`config.mk`:
```
export PLATFORM = sky130hd
export DESIGN_NAME = regfile_sb
export DESIGN_NICKNAME = d
export VERILOG_FILES = /design/src/rtl/regfile_sb.sv
export SDC_FILE = /design/constraint.sdc
export NUM_CORES = 1
export LEC_CHECK = 0
export CORE_MARGIN = 3
export CORE_UTILIZATION = 50
export CTS_BUF_LIST = sky130_fd_sc_hd__clkbuf_4
export CTS_CLUSTER_SIZE = 16
export DETAILED_ROUTE_END_ITERATION = 7
export MAX_ROUTING_LAYER = met4
export PLACE_DENSITY = 0.76
export SYNTH_ARGS = -nofsm -noshare
export SYNTH_HDL_FRONTEND = slang
export SYNTH_SLANG_ARGS = --single-unit
```
`constraint.sdc`:
```
create_clock -name clk -period 3.8 [get_ports clk]
set_clock_uncertainty 0.05 [all_clocks]
set_input_delay 1.14 -clock clk [delete_from_list [all_inputs] [get_ports clk]]
set_output_delay 1.14 -clock clk [all_outputs]
set_load 0.02 [all_outputs]
```
`src/rtl/regfile_sb.sv`:
```
// Parametrised register file with write-through bypass, a per-register pending
// scoreboard for multi-cycle producers, and two registered debug taps.
module regfile_sb #(
    parameter int n       = 8,
    parameter int NREG    = 8,
    parameter int ZERO_R0 = 1,
    parameter int TAP_A   = 2,
    parameter int TAP_B   = 3,
    localparam int AW     = $clog2(NREG),
    localparam int CW     = $clog2(NREG + 1)
) (
    input  logic                 clk,
    input  logic                 reset,
    input  logic                 we,
    input  logic [AW-1:0]        waddr,
    input  logic [n-1:0]         wdata,
    input  logic [AW-1:0]        raddr1,
    input  logic [AW-1:0]        raddr2,
    output logic signed [n-1:0]  rdata1,
    output logic signed [n-1:0]  rdata2,
    output logic                 busy1,
    output logic                 busy2,
    input  logic                 rsv,
    input  logic [AW-1:0]        rsv_addr,
    output logic                 rsv_ack,
    output logic [CW-1:0]        pending_cnt,
    output logic signed [n-1:0]  tap_a,
    output logic signed [n-1:0]  tap_b
);

    localparam logic [AW:0] NREG_W = (AW + 1)'(NREG);
    localparam bit          Z_R0   = (ZERO_R0 != 0);
    localparam bit          TA_OK  = (TAP_A >= 0) && (TAP_A < NREG);
    localparam bit          TB_OK  = (TAP_B >= 0) && (TAP_B < NREG);
    localparam int          TA_IDX = TA_OK ? TAP_A : 0;
    localparam int          TB_IDX = TB_OK ? TAP_B : 0;

    logic [n-1:0]    r_regs [0:NREG-1];
    logic [NREG-1:0] r_pend;
    logic [CW-1:0]   r_cnt;
    logic [n-1:0]    r_tap_a;
    logic [n-1:0]    r_tap_b;

    logic            w_wvalid;
    logic [NREG-1:0] w_pend_nxt;
    logic [CW-1:0]   w_cnt_nxt;
    logic [n-1:0]    w_tap_a_nxt;
    logic [n-1:0]    w_tap_b_nxt;

    // An address names real, writable storage: in range and not a hardwired r0.
    function automatic logic addr_ok(input logic [AW-1:0] a);
        return ({1'b0, a} < NREG_W) && !(Z_R0 && (a == '0));
    endfunction

    assign w_wvalid = we && addr_ok(waddr);

    always_comb begin
        rdata1 = '0;
        busy1  = 1'b0;
        if (addr_ok(raddr1)) begin
            if (w_wvalid && (waddr == raddr1)) begin
                rdata1 = wdata;
            end else begin
                rdata1 = r_regs[raddr1];
                busy1  = r_pend[raddr1];
            end
        end
    end

    always_comb begin
        rdata2 = '0;
        busy2  = 1'b0;
        if (addr_ok(raddr2)) begin
            if (w_wvalid && (waddr == raddr2)) begin
                rdata2 = wdata;
            end else begin
                rdata2 = r_regs[raddr2];
                busy2  = r_pend[raddr2];
            end
        end
    end

    // A writeback to the same register frees it for a new reservation this cycle.
    always_comb begin
        rsv_ack = 1'b0;
        if (rsv && addr_ok(rsv_addr)) begin
            rsv_ack = !r_pend[rsv_addr] || (w_wvalid && (waddr == rsv_addr));
        end
    end

    // Reservation is applied after the write so a same-cycle reserve wins.
    always_comb begin
        w_pend_nxt = r_pend;
        if (w_wvalid) begin
            w_pend_nxt[waddr] = 1'b0;
        end
        if (rsv_ack) begin
            w_pend_nxt[rsv_addr] = 1'b1;
        end
    end

    always_comb begin
        w_cnt_nxt = '0;
        for (int unsigned i = 0; i < NREG; i++) begin
            w_cnt_nxt = w_cnt_nxt + CW'(w_pend_nxt[i]);
        end
    end

    always_comb begin
        w_tap_a_nxt = '0;
        w_tap_b_nxt = '0;
        if (TA_OK) begin
            w_tap_a_nxt = (w_wvalid && (waddr == AW'(TA_IDX))) ? wdata : r_regs[TA_IDX];
        end
        if (TB_OK) begin
            w_tap_b_nxt = (w_wvalid && (waddr == AW'(TB_IDX))) ? wdata : r_regs[TB_IDX];
        end
    end

    always_ff @(posedge clk or posedge reset) begin
        if (reset) begin
            r_regs  <= '{default: '0};
            r_pend  <= '0;
            r_cnt   <= '0;
            r_tap_a <= '0;
            r_tap_b <= '0;
        end else begin
            if (w_wvalid) begin
                r_regs[waddr] <= wdata;
            end
            r_pend  <= w_pend_nxt;
            r_cnt   <= w_cnt_nxt;
            r_tap_a <= w_tap_a_nxt;
            r_tap_b <= w_tap_b_nxt;
        end
    end

    assign pending_cnt = r_cnt;
    assign tap_a       = r_tap_a;
    assign tap_b       = r_tap_b;

endmodule

```
==> results of run 1 <==
-- sequential cells by signal, indices dropped and copies added (netlist names) --
signal,count
r_regs,64
r_pend,8
tap_a,8
tap_b,8
pending_cnt,4
-- layer usage --
metal,global-route usage,wire [um],vias up
li1,-,-,1659
met1,0.3462,5847,1975
met2,0.4147,7111,184
met3,0.03793,994,29
met4,0.1078,321,0
met5,-,0,-
-- synth_stat cells, types with 2 or more instances --
library cell	n
o21ai_1	4
nand3_1	6
o21a_1	2
clkbuf_1	17
dfrtp_1	92
o22ai_1	3
o21bai_1	16
mux2_2	73
a21oi_1	17
nor2_1	2
mux2_1	2
fa_1	4
xor2_1	3
nand4_1	3
mux2i_1	18
nand2_1	9
and2_1	2
o22a_1	2
buf_2	20
nor2b_1	6
inv_1	15
mux4_2	36
nor3_1	5
ha_1	3
xnor2_1	7
buf_6	2
-- repair_timing --
action,4_1_cts,5_1_grt
cloned,4,1
gates resized for setup,144,30
pin swaps,9,7
buffers inserted,23,2
endpoints found under the setup margin,23,16
-- power groups by stage --
stage | clock network [mW] | registers (mW) | logic [mW]
2_1_floorplan | 0 | 1.37 | 0.737
3_3_place_gp | 0 | 1.33 | 1.25
3_5_place_dp | 0 | 1.34 | 1.28
4_1_cts | 0.633 | 1.32 | 1.31
5_1_grt | 0.669 | 1.35 | 1.44
6_report | 0.625 | 1.33 | 1.34
-- worst paths after layout --
| kind | startpoint | endpoint | slack, ns | cells after the start |
|---|---|---|---|---|
| max | rsv_addr[0] | pending_cnt[1] | -0.49 | 15 |
| min | r_regs[63] | r_regs[63] | 0.37 | 0 |
| max reg2reg | r_pend[4] | pending_cnt[1] | -0.09 | 14 |
| min reg2reg | r_regs[63] | r_regs[63] | 0.37 | 0 |
| max in group asynchronous | reset | r_pend[4] | 2.01 | 3 |
| min in group asynchronous | reset | tap_a[4] | 0.96 | 2 |
-- worst max-delay path: stages --
cell and delay [ns]:
buf_8 0.11, mux2_4 0.29, a222oi_1 0.40, a22oi_2 0.17, o21a_1 0.21, fa_1 0.50
inv_1 0.05, fa_1 0.48, inv_1 0.05, fa_2 0.52, inv_2 0.04, ha_4 0.15
inv_2 0.05, fa_2 0.43, inv_2 0.05
-- layout make-up --
| class | instances | area [um2] |
|---|---|---|
| Tap cell | 133 | 166.4 |
| Sequential cell | 92 | 2302 |
| Timing Repair Buffer | 161 | 1479 |
| Clock inverter | 7 | 97.59 |
| Clock buffer | 9 | 67.56 |
| Inverter | 15 | 57.56 |
| Multi-Input combinational cell | 231 | 2653 |
| Fill cell | 702 | 3042 |
-- kinds of logic after synthesis --
group	count (synthesis)	synth area share
xor gates and xnor gates	10	0.01716
muxes	130	0.3626
adders and majority gates	7	0.02305
DFF	92	0.4511
and+or+nand+nor	36	0.03776
AOI/OAI and AO/OA	48	0.06080
buffers and inverters	54	0.04756
-- placed cells by master, fill, tap and decap left out, drive strengths merged --
cell type and instances:
o22a 2, clkdlybuf4s50 30, buf 120, o22ai 3, nand4 3, dfrtp 92, o31a 1, bufbuf 3
fa 4, xor2 3, o21a 2, xnor2 7, inv 16, mux2 76, dlygate4sd2 1, and2 2
a222oi 1, nand2 9, o31ai 1, a21oi 17, clkdlybuf4s15 3, clkbuf 13, clkinv 4, o21bai 16
a22oi 1, bufinv 2, nand4b 1, nor3 6, o21ai 4, nand3 6, nor2 2, nor2b 6
and3b 1, ha 3, mux2i 18, mux4 36
==> impl_metrics.tcl, run 1 <==
set metrics [dict create \
    clk_latency_ns 0.44 \
    cts_buffer_depth 2 \
    slew_viol_final 0 \
    yosysUniqueCellTypes 34 \
    finalSetupViolCount 4 \
    yosys_register_bits 92 \
    area_growth_pct 33.68 \
    critPathLaunchType "input port" \
    hold_violations 0 \
    p_sw_frac 0.3339 \
    grt-ovfl-total 0 \
    final_layout_size_suffix_gt1_frac 0.5301 \
    fin_crit_sh 1.129 \
    cp.required_ns 4.15 \
    cap_violations 0 \
    grt_pass1_vias 4099 \
    seq_power_share 0.404 \
    synth_area_um2 5104 \
    arrival_ns 4.64 \
    yosys_warnings 0 \
    cts_tree "done" \
    cts_hold_buffers 0 \
    grt_usage 0.2631 \
    post-route-min-period_ns 4.289 \
    synth_flop_cell "dfrtp_1" \
    post_dp_cell_area_um2 6296 \
    status "finished, violations left" \
    power_frac_clock 0.190 \
    drcViolationCount 0 \
    pwr-share-comb 0.407 \
    clock-root-buffer "clkbuf_4" \
    io_pins 63 \
    wl_per_cell_um 22.03 \
    violations "negative setup slack" \
    crit_fanout 5 \
    clkSinkCount 92 \
    die_w_um 107.0 \
    synth_top_cell_by_area "dfrtp_1" \
    syn_avg_cell_area_um2 13.54 \
    cp-end-kind "register" \
    hp-class "reg2reg" \
    die_height_um 107.0 \
    p_leak_nw 3.050 \
    total_power_mw 3.295 \
    dpl.hpwl_um 9026 \
    power_density_nw_per_um2 482.9 \
    utilization 0.6917 \
    drtPass1Iterations 4 \
    setup_tns_ns -1.157 \
    whs_ns 0.3658 \
    n_antenna_cell 0 \
    rsz0062_at_grt "true" \
    switching_power_mw 1.100 \
    grt_antenna_before_repair 0 \
    irDropWorstVdd_uv 471.8 \
    grt_pass1_wl_um 21970 \
    cts_made_buffers 9 \
    final_area_um2 6823 \
    place_inst 603 \
    place_ws_ns -1.511 \
    grt_max_degree 64 \
    nets 541 \
    worst_pin_slew_ns 0.5278 \
    synth-edff-count 0 \
    wl_um 14270 \
    fmax_mhz 233.1 \
    vias_per_cell 5.937 \
    p_int_mw 2.194 \
    ant_nets 0 \
    final_cell_count_no_fill 648 \
    drtIter0Drc 322 \
    synth_async_sr_flop_share 1.000 \
    rows 36 \
    ys_seq_area_frac 0.4511 \
    dieArea_um2 11460 \
    cts.clk_slew.worst_paths_ns 0.15 \
    synth.top_cell.area_share 0.4511 \
    cts.htree.levels 3 \
    synthCells 377 \
    core_um2 9864 \
    start_util 0.5174 \
    syn-num-nets 408 \
    portBuffers 62 \
    synth_area_leaders "dfrtp_1 (45%), mux2_2 (16%), mux4_2 (16%)" \
    setup_slack_ns -0.4895 \
    place_congestion 0.9346 \
    critPathKind "in2reg" \
    slew-limit-headroom 0.6478 \
    dr_total_vias 3847 \
]
Power figures use the tool's default switching activity.
==> inputs of run 2 (changes only) <==
--- a/config.mk
+++ b/config.mk
@@ -5,6 +5,7 @@
 export SDC_FILE = /design/constraint.sdc
 export NUM_CORES = 1
 export LEC_CHECK = 0
+export ABC_CLOCK_PERIOD_IN_PS = 3800
 export CORE_MARGIN = 3
 export CORE_UTILIZATION = 50
 export CTS_BUF_LIST = sky130_fd_sc_hd__clkbuf_4
@@ -12,6 +13,7 @@
 export DETAILED_ROUTE_END_ITERATION = 7
 export MAX_ROUTING_LAYER = met4
 export PLACE_DENSITY = 0.76
+export SLEW_MARGIN = 20
 export SYNTH_ARGS = -nofsm -noshare
 export SYNTH_HDL_FRONTEND = slang
 export SYNTH_SLANG_ARGS = --single-unit
==> results of run 2 <==
The final DEF is identical to that of run 1; final timing and power are the same.
